===== src/rtl/psum_fifo_pkg.sv =====
// ============================================================================
// Module   : psum_fifo_pkg
// Brief    : Shared defaults, issue-FSM encoding and vector-width helper for
//            the psum elastic buffer.
// Revision : 1.0
// ============================================================================
`default_nettype none

package psum_fifo_pkg;

    localparam int c_PSUM_WIDTH_DEF = 8;
    localparam int c_DEPTH_DEF      = 16;
    localparam int c_DEPTH_BIT_DEF  = 4;

    // Issue states line up with the accumulator's READ / WAIT / WRITE.
    typedef enum logic [1:0] {
        IDLE  = 2'd0,
        ISSUE = 2'd1,
        HOLD1 = 2'd2,
        HOLD2 = 2'd3
    } state_t;

    function automatic int psum_vec_width(input int lane_w);
        return 4 * lane_w;
    endfunction

endpackage

`default_nettype wire


===== src/rtl/psum_fifo_if.sv =====
// ============================================================================
// Module   : psum_fifo_if
// Brief    : PE-array push side and accumulator pop side of the psum FIFO.
// Revision : 1.0
// ============================================================================
`default_nettype none

interface psum_fifo_if
    import psum_fifo_pkg::*;
#(
    parameter int PSUM_WIDTH = c_PSUM_WIDTH_DEF,
    parameter int DEPTH_BIT  = c_DEPTH_BIT_DEF
);
    logic                  in_vld;
    logic [PSUM_WIDTH-1:0] in_psum0;
    logic [PSUM_WIDTH-1:0] in_psum1;
    logic [PSUM_WIDTH-1:0] in_psum2;
    logic [PSUM_WIDTH-1:0] in_psum3;
    logic                  in_ready;
    logic                  ff_ren;
    logic                  out_psum_vld;
    logic [PSUM_WIDTH-1:0] out_psum0;
    logic [PSUM_WIDTH-1:0] out_psum1;
    logic [PSUM_WIDTH-1:0] out_psum2;
    logic [PSUM_WIDTH-1:0] out_psum3;
    logic [DEPTH_BIT:0]    count;
    logic                  overflow;

    modport master (
        output in_vld, in_psum0, in_psum1, in_psum2, in_psum3,
        input  in_ready, ff_ren, out_psum_vld,
        input  out_psum0, out_psum1, out_psum2, out_psum3, count, overflow
    );

    modport slave (
        input  in_vld, in_psum0, in_psum1, in_psum2, in_psum3,
        output in_ready, ff_ren, out_psum_vld,
        output out_psum0, out_psum1, out_psum2, out_psum3, count, overflow
    );

endinterface

`default_nettype wire


===== src/rtl/psum_fifo_ram.sv =====
// ============================================================================
// Module   : psum_ram
// Brief    : Register-array storage, one synchronous write port and one
//            combinational read port.
// Revision : 1.0
// ============================================================================
`default_nettype none

module psum_ram #(
    parameter int WIDTH  = 32,
    parameter int DEPTH  = 16,
    parameter int ADDR_W = 4
) (
    input  wire logic              clk,
    input  wire logic              we,
    input  wire logic [ADDR_W-1:0] waddr,
    input  wire logic [WIDTH-1:0]  wdata,
    input  wire logic [ADDR_W-1:0] raddr,
    output logic      [WIDTH-1:0]  rdata
);

    logic [WIDTH-1:0] r_mem [DEPTH];

    always_ff @(posedge clk) begin
        if (we) begin
            r_mem[waddr] <= wdata;
        end
    end

    assign rdata = r_mem[raddr];

endmodule

`default_nettype wire


===== src/rtl/psum_fifo.sv =====
// ============================================================================
// Module   : psum_fifo
// Brief    : Elastic psum buffer releasing one vector per accumulator
//            read-modify-write (ISSUE/HOLD1/HOLD2).
// Revision : 1.0
// ============================================================================
`default_nettype none

module psum_fifo
    import psum_fifo_pkg::*;
#(
    parameter int PSUM_WIDTH = c_PSUM_WIDTH_DEF,
    parameter int DEPTH      = c_DEPTH_DEF,
    parameter int DEPTH_BIT  = c_DEPTH_BIT_DEF
) (
    input  wire logic   clk,
    input  wire logic   rst,
    input  wire logic   flush,
    psum_fifo_if.slave  bus
);

    localparam int                   c_VEC_W   = psum_vec_width(PSUM_WIDTH);
    localparam logic [DEPTH_BIT:0]   c_DEPTH   = (DEPTH_BIT+1)'(DEPTH);
    localparam logic [DEPTH_BIT:0]   c_CNT_ONE = (DEPTH_BIT+1)'(1);
    localparam logic [DEPTH_BIT-1:0] c_PTR_ONE = DEPTH_BIT'(1);

    logic [DEPTH_BIT-1:0] r_wr_ptr;
    logic [DEPTH_BIT-1:0] r_rd_ptr;
    logic [DEPTH_BIT:0]   r_count;
    state_t               r_state;
    logic                 r_ff_ren;
    logic                 r_out_vld;
    logic                 r_overflow;

    logic                 w_full;
    logic                 w_empty;
    logic                 w_pop;
    logic                 w_ready;
    logic                 w_push;
    logic [DEPTH_BIT:0]   w_count_nxt;
    state_t               w_state_nxt;
    logic [c_VEC_W-1:0]   w_wdata;
    logic [c_VEC_W-1:0]   w_rdata;
    logic [c_VEC_W-1:0]   w_head;

    assign w_full  = (r_count == c_DEPTH);
    assign w_empty = (r_count == '0);
    // The accumulator has consumed the head by the end of HOLD2 (its WRITE).
    assign w_pop   = (r_state == HOLD2);
    assign w_ready = !flush && (!w_full || w_pop);
    assign w_push  = bus.in_vld && w_ready;
    assign w_wdata = {bus.in_psum3, bus.in_psum2, bus.in_psum1, bus.in_psum0};

    always_comb begin
        w_count_nxt = r_count;
        if (w_push && !w_pop) begin
            w_count_nxt = r_count + c_CNT_ONE;
        end else if (w_pop && !w_push) begin
            w_count_nxt = r_count - c_CNT_ONE;
        end
    end

    always_comb begin
        w_state_nxt = r_state;
        case (r_state)
            IDLE:    if (!w_empty) w_state_nxt = ISSUE;
            ISSUE:   w_state_nxt = HOLD1;
            HOLD1:   w_state_nxt = HOLD2;
            HOLD2:   w_state_nxt = (w_count_nxt != '0) ? ISSUE : IDLE;
            default: w_state_nxt = IDLE;
        endcase
    end

    always_ff @(posedge clk or negedge rst) begin
        if (!rst) begin
            r_wr_ptr   <= '0;
            r_rd_ptr   <= '0;
            r_count    <= '0;
            r_state    <= IDLE;
            r_ff_ren   <= 1'b0;
            r_out_vld  <= 1'b0;
            r_overflow <= 1'b0;
        end else if (flush) begin
            // An RMW already in flight finishes in the accumulator on its own.
            r_wr_ptr   <= '0;
            r_rd_ptr   <= '0;
            r_count    <= '0;
            r_state    <= IDLE;
            r_ff_ren   <= 1'b0;
            r_out_vld  <= 1'b0;
            r_overflow <= 1'b0;
        end else begin
            if (w_push) begin
                r_wr_ptr <= r_wr_ptr + c_PTR_ONE;
            end
            if (w_pop) begin
                r_rd_ptr <= r_rd_ptr + c_PTR_ONE;
            end
            r_count   <= w_count_nxt;
            r_state   <= w_state_nxt;
            r_ff_ren  <= (w_state_nxt == ISSUE);
            r_out_vld <= (w_state_nxt != IDLE);
            if (bus.in_vld && !w_ready) begin
                r_overflow <= 1'b1;
            end
        end
    end

    psum_ram #(
        .WIDTH  (c_VEC_W),
        .DEPTH  (DEPTH),
        .ADDR_W (DEPTH_BIT)
    ) u_ram (
        .clk   (clk),
        .we    (w_push),
        .waddr (r_wr_ptr),
        .wdata (w_wdata),
        .raddr (r_rd_ptr),
        .rdata (w_rdata)
    );

    assign w_head = w_empty ? '0 : w_rdata;

    assign bus.in_ready     = w_ready;
    assign bus.ff_ren       = r_ff_ren;
    assign bus.out_psum_vld = r_out_vld;
    assign bus.out_psum0    = w_head[0*PSUM_WIDTH +: PSUM_WIDTH];
    assign bus.out_psum1    = w_head[1*PSUM_WIDTH +: PSUM_WIDTH];
    assign bus.out_psum2    = w_head[2*PSUM_WIDTH +: PSUM_WIDTH];
    assign bus.out_psum3    = w_head[3*PSUM_WIDTH +: PSUM_WIDTH];
    assign bus.count        = r_count;
    assign bus.overflow     = r_overflow;

endmodule

`default_nettype wire


===== src/flat_wrapper.sv =====
// flat-port wrapper written by rule: the top's interface ports become plain ports
module psum_fifo_flat import psum_fifo_pkg::*;
#(
    parameter int PSUM_WIDTH = c_PSUM_WIDTH_DEF,
    parameter int DEPTH      = c_DEPTH_DEF,
    parameter int DEPTH_BIT  = c_DEPTH_BIT_DEF
)
  (clk, rst, flush, bus_in_vld, bus_in_psum0, bus_in_psum1, bus_in_psum2, bus_in_psum3, bus_in_ready, bus_ff_ren, bus_out_psum_vld, bus_out_psum0, bus_out_psum1, bus_out_psum2, bus_out_psum3, bus_count, bus_overflow);
  psum_fifo_if #(.PSUM_WIDTH(PSUM_WIDTH), .DEPTH_BIT(DEPTH_BIT)) bus_i ();
  input  wire logic clk;
  input  wire logic rst;
  input  wire logic flush;
  input wire logic [$bits(bus_i.in_vld)-1:0] bus_in_vld;
  input wire logic [$bits(bus_i.in_psum0)-1:0] bus_in_psum0;
  input wire logic [$bits(bus_i.in_psum1)-1:0] bus_in_psum1;
  input wire logic [$bits(bus_i.in_psum2)-1:0] bus_in_psum2;
  input wire logic [$bits(bus_i.in_psum3)-1:0] bus_in_psum3;
  output wire logic [$bits(bus_i.in_ready)-1:0] bus_in_ready;
  output wire logic [$bits(bus_i.ff_ren)-1:0] bus_ff_ren;
  output wire logic [$bits(bus_i.out_psum_vld)-1:0] bus_out_psum_vld;
  output wire logic [$bits(bus_i.out_psum0)-1:0] bus_out_psum0;
  output wire logic [$bits(bus_i.out_psum1)-1:0] bus_out_psum1;
  output wire logic [$bits(bus_i.out_psum2)-1:0] bus_out_psum2;
  output wire logic [$bits(bus_i.out_psum3)-1:0] bus_out_psum3;
  output wire logic [$bits(bus_i.count)-1:0] bus_count;
  output wire logic [$bits(bus_i.overflow)-1:0] bus_overflow;
  assign bus_i.in_vld = bus_in_vld;
  assign bus_i.in_psum0 = bus_in_psum0;
  assign bus_i.in_psum1 = bus_in_psum1;
  assign bus_i.in_psum2 = bus_in_psum2;
  assign bus_i.in_psum3 = bus_in_psum3;
  assign bus_in_ready = bus_i.in_ready;
  assign bus_ff_ren = bus_i.ff_ren;
  assign bus_out_psum_vld = bus_i.out_psum_vld;
  assign bus_out_psum0 = bus_i.out_psum0;
  assign bus_out_psum1 = bus_i.out_psum1;
  assign bus_out_psum2 = bus_i.out_psum2;
  assign bus_out_psum3 = bus_i.out_psum3;
  assign bus_count = bus_i.count;
  assign bus_overflow = bus_i.overflow;
  psum_fifo #(.PSUM_WIDTH(PSUM_WIDTH), .DEPTH(DEPTH), .DEPTH_BIT(DEPTH_BIT)) u_core (.clk(clk), .rst(rst), .flush(flush), .bus(bus_i));
endmodule

===== config.mk =====
export PLATFORM = sky130hd
export DESIGN_NAME = psum_fifo_flat
export DESIGN_NICKNAME = d
export VERILOG_FILES = /design/src/rtl/psum_fifo_pkg.sv /design/src/rtl/psum_fifo_if.sv /design/src/rtl/psum_fifo_ram.sv /design/src/rtl/psum_fifo.sv /design/src/flat_wrapper.sv
export SDC_FILE = /design/constraint.sdc
export NUM_CORES = 1
export LEC_CHECK = 0
export CAP_MARGIN = 20
export CORE_UTILIZATION = 40
export DETAILED_ROUTE_END_ITERATION = 6
export DONT_BUFFER_PORTS = 1
export MAX_ROUTING_LAYER = met4
export SETUP_SLACK_MARGIN = 0.1
export SLEW_MARGIN = 20
export SYNTH_ARGS = -nofsm -noshare
export SYNTH_HDL_FRONTEND = slang
export SYNTH_SLANG_ARGS = --single-unit

===== constraint.sdc =====
create_clock -name clk -period 9.54 [get_ports clk]
set_input_delay 0.954 -clock clk [delete_from_list [all_inputs] [get_ports clk]]
set_output_delay 0.954 -clock clk [all_outputs]
set_load 0.02 [all_outputs]

# Yosys cells after proc, flatten, opt, wreduce, memory -nomap -nowiden
# Memory sizes are Yosys's and may differ from the RTL's.
# Index checks and enable logic that the tools add are counted.
dict set report totals {
  ff_bits 18
  mem_bits_rw 512
  out_inout_bits 41
  wordCells 53
  n_memories 1
}
# memory depth width rd rd_ports_with_merged_regs write_ports line_no
set memory_table {}
lappend memory_table {u_core.u_ram.r_mem 16 32 1 0 1 psum_fifo_ram.sv:22} ;# logic [WIDTH-1:0] r_mem [DEPTH];
dict set report op_classes {
  add_sub_neg 4
  n_eq_ne 5
  mux 18
  n_reduce_logical 18
}
# op n
set ops {}
lappend ops {{$mux W32} 1}
lappend ops {{$mux W4} 4}
lappend ops {{$mux W5} 3}
lappend ops {{$add A4 B1 Y4 const B} 2}
lappend ops {{$pmux W2 S4} 1}
lappend ops {{$reduce_bool A2 Y1} 4}
lappend ops {{$mux W1} 7}
lappend ops {{$add A5 B1 Y5 const B} 1}
lappend ops {{$eq A5 B5 Y1 const B} 1}
lappend ops {{$logic_and A1 B1 Y1} 5}
lappend ops {{$logic_not A1 Y1} 5}
lappend ops {{$logic_not A5 Y1} 1}
lappend ops {{$reduce_bool A5 Y1} 1}
lappend ops {{$sub A5 B1 Y5 const B} 1}
lappend ops {{$eq A2 B1 Y1 const B} 2}
lappend ops {{$eq A2 B2 Y1 const B} 2}
lappend ops {{$mux W2} 2}
lappend ops {{$logic_not A2 Y1} 1}
lappend ops {{$logic_or A1 B1 Y1} 1}

# Logic depth before layout (Yosys ltp)
# Gate-level depths: netlist of the first run.
dict set report depth {
  word_depth 14
  ltp_mapped 8
}

# By module
# Synthesis of the first run repeated with hierarchy kept, for this count alone.
dict set report unflattened {
  hier_cells 960
  hier_area_um2 20582.2
}
# module instances cells_per_inst area_each_um2
set modules_own_cells {}
lappend modules_own_cells {psum_ram 1 806 19213.4}
lappend modules_own_cells {psum_fifo 1 154 1368.8}

# Least setup slack after synthesis of the first run
# OpenSTA, ideal clock, no wires.
dict set report synth_timing {
  path_type {input port to flip-flop}
  startpoint {in bus_in_vld}
  endpoint {mem u_core.u_ram.r_mem[0][0] (enable)}
  setup_time_ns 0.502
  arrival_ns 4.492
  t_required_ns 9.038
  path_slack_ns 4.547
  path_stages 3
  cell_sequence {clkbuf_1 -> nand3_1 -> nor4_1}
}
dict set report synth_between {
  elab_chain_cells 3
}
# item line_no
set synth_rtl {}
lappend synth_rtl {{from (decl)} flat_wrapper.sv:13} ;# input wire logic [$bits(bus_i.in_vld)-1:0] bus_in_vld;
lappend synth_rtl {{$logic_and A1 B1 Y1} psum_fifo.sv:51} ;# assign w_push = bus.in_vld && w_ready;
lappend synth_rtl {{$mux W1} psum_fifo_ram.sv:25} ;# if (we) begin
lappend synth_rtl {{$mux W1 (implied by the code)} psum_fifo_ram.sv:26} ;# r_mem[waddr] <= wdata;
lappend synth_rtl {{to (decl)} psum_fifo_ram.sv:22}
# No other way between the ends.

# Worst setup path in the final report of the first run
dict set report layout_timing {
  startpoint {reg u_core.r_rd_ptr[0]}
  endpoint {out bus_out_psum0[7]}
}
dict set report layout_between {
  elab_chain_cells 2
}
# item line_no
set layout_rtl {}
lappend layout_rtl {{from (decl)} psum_fifo.sv:28} ;# logic [DEPTH_BIT-1:0] r_rd_ptr;
lappend layout_rtl {{from (signal assigned)} psum_fifo.sv:97} ;# r_rd_ptr <= r_rd_ptr + c_PTR_ONE;
lappend layout_rtl {{$mem_v2 Z16 W32} -}
lappend layout_rtl {{$mux W32} psum_fifo.sv:122} ;# assign w_head = w_empty ? '0 : w_rdata;
lappend layout_rtl {{to (decl)} flat_wrapper.sv:21} ;# output wire logic [$bits(bus_i.out_psum0)-1:0] bus_out_psum0;
# No other way between the ends.

==> results of run 1 <==
[sequential cells by signal, summed over array words and instances, names as in the netlist]
name,cells
u_core.bus.count,5
u_core.r_state,2
u_core.bus.overflow,1
u_core.r_rd_ptr,4
u_core.bus.out_psum_vld,1
u_core.u_ram.r_mem,512
u_core.bus.ff_ren,1
u_core.r_wr_ptr,4
[worst register-to-register path: cells and delay by family (launching register included)]
kind                     cells  cell delay [ns]
adder cells (fa/ha/maj)      1             0.62
AND/OR/NAND/NOR              4             1.58
buffers and inverters        2             0.66
flip-flops                   1             0.42
[worst max path at each step]
| stage | end | slack, ns | cells after the start |
|---|---|---|---|
| after floorplan | u_core.u_ram.r_mem[0][0] | 4.55 | 3 |
| after global placement | bus_out_psum0[4] | 4.87 | 5 |
| after detailed placement | bus_out_psum0[7] | 4.85 | 5 |
| after CTS | bus_out_psum0[7] | 4.21 | 5 |
| after global routing | bus_out_psum0[7] | 4.05 | 5 |
| final | bus_out_psum0[7] | 4.40 | 5 |
[cells by family (layout without fill, tap and decap cells)]
group / Yosys count / count (layout) / synth area share
fa+ha+maj: 11 / 11 / 0.00654
buf+inv: 65 / 135 / 0.0144
simple gates: 99 / 99 / 0.0272
xor+xnor: 9 / 9 / 0.00381
mux: 163 / 163 / 0.176
compound gates: 22 / 22 / 0.00684
flops: 530 / 530 / 0.765
[per-layer routing]
| metal | share of wire | up-vias | track usage |
|---|---|---|---|
| met2 | 0.49 | 225 | 0.276 |
| met4 | 0.018 | 0 | 0.0446 |
| met1 | 0.43 | 4979 | 0.233 |
| li1 | - | 3846 | - |
| met5 | 0 | - | - |
| met3 | 0.059 | 57 | 0.0425 |
[cell usage in the layout (no fill, tap or decap), types with 5 or more instances in the layout]
cell type	Yosys	final
edfxtp_1	512	512
mux4_2	160	160
clkbuf_16	0	53
and2_1	37	33
buf_4	10	22
clkbuf_1	21	17
inv_1	15	15
nor2_1	18	14
clkinv_1	0	14
dfrtp_1	18	14
ha_1	10	10
a21oi_1	8	8
nor3_1	10	6
nand2_1	6	6
xor2_1	5	5
clkinv_2	0	5
[power groups by stage]
stage,clock network (uW),logic [uW],registers (uW)
6_report,1980,413,2620
2_1_floorplan,0,345,2660
5_1_grt,2100,449,2630
4_1_cts,2020,425,2630
3_5_place_dp,0,424,2670
3_3_place_gp,0,420,2670
[per-stage QoR]
step / util / setup WS (ns) / hold slack (ns)
final: 0.458 / 4.40 / 0.0552
after detailed placement: 0.426 / 4.85 / 0.649
after floorplan: - / 4.55 / 0.582
after global placement: 0.426 / 4.87 / 0.615
after CTS: 0.458 / 4.21 / 0.0221
after global routing: 0.458 / 4.05 / 0.0333
[layout make-up]
class / instances / share of cell area
repair buffers: 22 / 0.00713
clock inverters: 28 / 0.0104
multi-input cells: 304 / 0.200
clock buffers: 70 / 0.0600
inverters: 15 / 0.00243
well taps: 672 / 0.0363
flip-flops and latches: 530 / 0.684
==> flow_summary.ini, run 1 <==
[clock_network]
cts.sinks = 530
cts_tree = yes
cts-hold-fix-buffers = 0
root_buffer = clkbuf_16
htreeDepth = 2
clk_pin_slew_ns = 0.06
postCtsSetupRepairBufs = 0
cts_max_path_buffers = 3
insertion_delay_ns = 0.59
cts-resized-gates = 0
cts-buffers-inserted = 53

[setup_path]
crit_family = buffers and inverters
r2r-start = u_core.r_state[0]
end_kind = primary output
critPathLaunchType = flip-flop
r2r_setup_slack_ns = 5.90
path_buf_inv = 2
critPathSlowestCell = dfrtp_4
r2r_end = u_core.u_ram.r_mem[8][7]
crit_path_cell_trace = buf_4 -> buf_4 -> mux4_2 -> mux4_2 -> and2_1
crit_arrival_ns = 4.19
worstSetupPathType = reg2out
slowest_delay_ns = 0.94
crit_start = u_core.r_rd_ptr[0]
worst-path-max-fanout = 37
cp.required_ns = 8.59
reg2reg_depth = 7

[synthesis]
async_reset_ff_frac = 0.0340
yosys.area.top_type_share = 0.744
ys_warn_count = 0
synth_edf_count = 512
synth_most_common_cell = edfxtp_1
synth_nets = 945
syn-mean-instance-area_um2 = 23.0
synthFlopType = edfxtp_1
synthTopCellsByArea = edfxtp_1 74%, mux4_2 17%, dfrtp_1 2.2%, and2_1 1.1%, ha_1 0.61%
synth-seq-cells = 530
synthCells = 899
yosysSeqAreaShare = 0.765
syn_area_mm2 = 0.0207
yosysUniqueCellTypes = 40
yosys.area.top_type = edfxtp_1
synth_common_cells = 512 x edfxtp_1, 160 x mux4_2, 37 x and2_1

[finish]
layoutNonFillerInstCount = 1641
multi_input_area_mm2 = 0.00463
fill_cells = 4151
n_antenna_cell = 0
drive_gt1_frac = 0.283
stdcell_area_mm2 = 0.0232
layout.area.seq_mm2 = 0.0158
nets = 972
area_delta_synth_final_pct = 12.0

[sta]
min_period_over_period = 0.539
max_freq_ghz = 0.195
fin_crit_ns = 5.14
tns_ns = 0
setup-violations-final = 0
relSlewSlack = 0.311
clock_skew_ns = 0.0135
rsz0062_at_grt = no
worst_slew_pin_slew_ns = 1.03
hold_viol_final = 0
maxSlewViolCount = 0

[flow_run]
drv_cap = 0

[routing]
first_pass_iters = 5
num_vias = 9107
ant_nets = 0
viasPerCell = 5.55
drt_iter0_drc = 904
drt-total-wl_mm = 44.1
wl_per_cell_um = 26.9
drc_errors = 0

[placement]
numPortBuffers = 0
postPlaceCellArea_mm2 = 0.0215
dp_hpwl_mm = 21.1
routabilityCongestion = 0.735
place_inst = 1543

[global_route]
grtUsageTotal = 0.176
grt_pass1_vias = 9512
grt_first_pass_wirelength_mm = 64.7
grt-ovfl-total = 0
antenna_found_initial = 1
grt_max_degree = 67

[power_and_ir_drop]
p_sw_uw = 1130
swShare = 0.226
p_seq_frac = 0.523
p_total_uw = 5010
p_per_area_mw_per_mm2 = 217
ir_worst_vdd_v = 0.000114
p_int_uw = 3880
combPwrFrac = 0.082
pwr-share-clk = 0.394
leakage_uw = 0.00694

[floorplan]
rows = 82
io_pins = 77
core_mm2 = 0.0506
initial_core_util = 0.409
die_h_um = 229
die_w_um = 229
design.die.area_mm2 = 0.0526

[run_status]
status = complete, no violations

[hold_path]
hp-class = in2async
(Power assumes the default switching activity.)
==> inputs of run 2 (changes only) <==
- clock period: 9.54 -> 4.6 ns (I/O delays scaled with it)
==> run 2 against run 1 <==
Net effect:
- design area rose by 2.6%
- clock power rose by 120%
- critical endpoint is now bus_out_psum3[7]
- largest cell class unchanged
- register-to-register slack got worse by 4.7 ns
- global-route usage fell by 0.52 points
- critical path depth fell by 1
- clock-buffer cell count fell by 12
==> flow_summary.ini, run 2 (synthesis gave the netlist of run 1 again) <==
[floorplan]
io_pins = 77
core_mm2 = 0.0506
initial_core_util = 0.409
die_h_um = 229
rows = 82
die_w_um = 229
design.die.area_mm2 = 0.0526

[global_route]
grt_pass1_vias = 9632
grt_first_pass_wirelength_mm = 64.5
grt_max_degree = 47
antenna_found_initial = 3
grt-ovfl-total = 0
grtUsageTotal = 0.171

[power_and_ir_drop]
combPwrFrac = 0.089
p_total_uw = 10700
swShare = 0.226
p_int_uw = 8280
leakage_uw = 0.00721
p_seq_frac = 0.508
p_per_area_mw_per_mm2 = 450
p_sw_uw = 2420
pwr-share-clk = 0.403
ir_worst_vdd_v = 0.000324

[setup_path]
crit_path_cell_trace = buf_4 -> mux4_2 -> mux4_2 -> and2_1
critPathSlowestCell = dfrtp_4
critPathLaunchType = flip-flop
crit_arrival_ns = 3.18
end_kind = primary output
worst-path-max-fanout = 29
worstSetupPathType = reg2out
cpMostUsedCell = mux4_2
cp.required_ns = 4.14
slowest_delay_ns = 0.84

[clock_network]
cts-hold-fix-buffers = 34
cts_max_path_buffers = 3
clk_pin_slew_ns = 0.07
htreeDepth = 2
insertion_delay_ns = 0.58
cts_tree = yes
cts-buffers-inserted = 52
postCtsSetupRepairBufs = 0
cts.sinks = 530
cts-resized-gates = 0
root_buffer = clkbuf_16

[sta]
setup-violations-final = 0
rsz0062_at_grt = no
hold_viol_final = 0
worst_slew_pin_slew_ns = 0.970
min_period_over_period = 0.792
tns_ns = 0
max_freq_ghz = 0.274
relSlewSlack = 0.353
maxSlewViolCount = 0
holdWs_ns = 0.0413
clock_skew_ns = 0.0174
fin_crit_ns = 3.64

[routing]
drc_errors = 0
ant_nets = 0
wl_per_cell_um = 25.1
first_pass_iters = 4
drt-total-wl_mm = 42.3
num_vias = 9217
viasPerCell = 5.47
drt_iter0_drc = 763

[run_status]
status = complete, no violations

[finish]
drive_gt1_frac = 0.290
layoutNonFillerInstCount = 1686
nets = 1014
largest_reg_flops = 512
layout_common_cells = 512 x edfxtp_1, 160 x mux4_2, 53 x clkbuf_16
layout_commonest_cell = edfxtp_1
top_register = u_core.u_ram.r_mem
area_delta_synth_final_pct = 15.0
fill_cells = 4077

[hold_path]
hp-class = in2reg

[placement]
place_inst = 1552
dp_hpwl_mm = 23.6
routabilityCongestion = 0.738
numPortBuffers = 0

[flow_run]
drv_cap = 0
-- run 2: stage by stage --
stage	utilization	setup slack [ns]	instance area (um2)
after detailed placement	0.429	1.24	21700
after global placement	0.429	1.38	21700
after global routing	0.470	0.779	23800
after floorplan	-	-0.201	20700
final	0.470	0.956	23800
after CTS	0.470	0.853	23800
-- run 2: final cells by class --
type / instances / area [um2] / area share
well taps: 672 / 841 / 0.0354
multi-input cells: 304 / 4630 / 0.195
inverters: 15 / 56.3 / 0.00237
repair buffers: 65 / 661 / 0.0278
clock inverters: 39 / 393 / 0.0165
clock buffers: 58 / 1350 / 0.0566
diodes: 3 / 7.51 / 0.000316
flip-flops and latches: 530 / 15800 / 0.666
-- run 2: final timing paths --
path / end / start / depth (start not counted) / slack (ns)
worst max-delay path: bus_out_psum3[7] / u_core.r_rd_ptr[0] / 4 / 0.96
worst min-delay path: u_core.bus.overflow / bus_in_vld / 2 / 0.04
worst max register to register: u_core.u_ram.r_mem[11][7] / u_core.r_state[0] / 6 / 1.22
worst min register to register: u_core.bus.overflow / u_core.bus.overflow / 2 / 0.64
max in group asynchronous: u_core.r_rd_ptr[1] / rst / 1 / 3.50
min in group asynchronous: u_core.bus.ff_ren / rst / 1 / 0.45
-- run 2: critical path, delay by kind of cell, from the launching register on --
family	cells	cell delay (ns)
buf+inv	1	0.41
flops	1	0.84
mux	2	1.06
simple gates	1	0.26
-- run 2: power groups by stage --
stage | clock [uW] | sequential [uW] | combinational, uW
after floorplan | 0 | 5510 | 715
after global placement | 0 | 5540 | 888
after detailed placement | 0 | 5540 | 887
after CTS | 4400 | 5440 | 979
after global routing | 4590 | 5450 | 1040
final | 4320 | 5440 | 951
-- run 2: routing by layer --
layer	track usage	routed length, um	vias up
li1	-	-	3943
met2	0.252	19700	242
met5	-	0	-
met3	0.0340	2490	62
met1	0.247	19400	4970
met4	0.0406	722	0
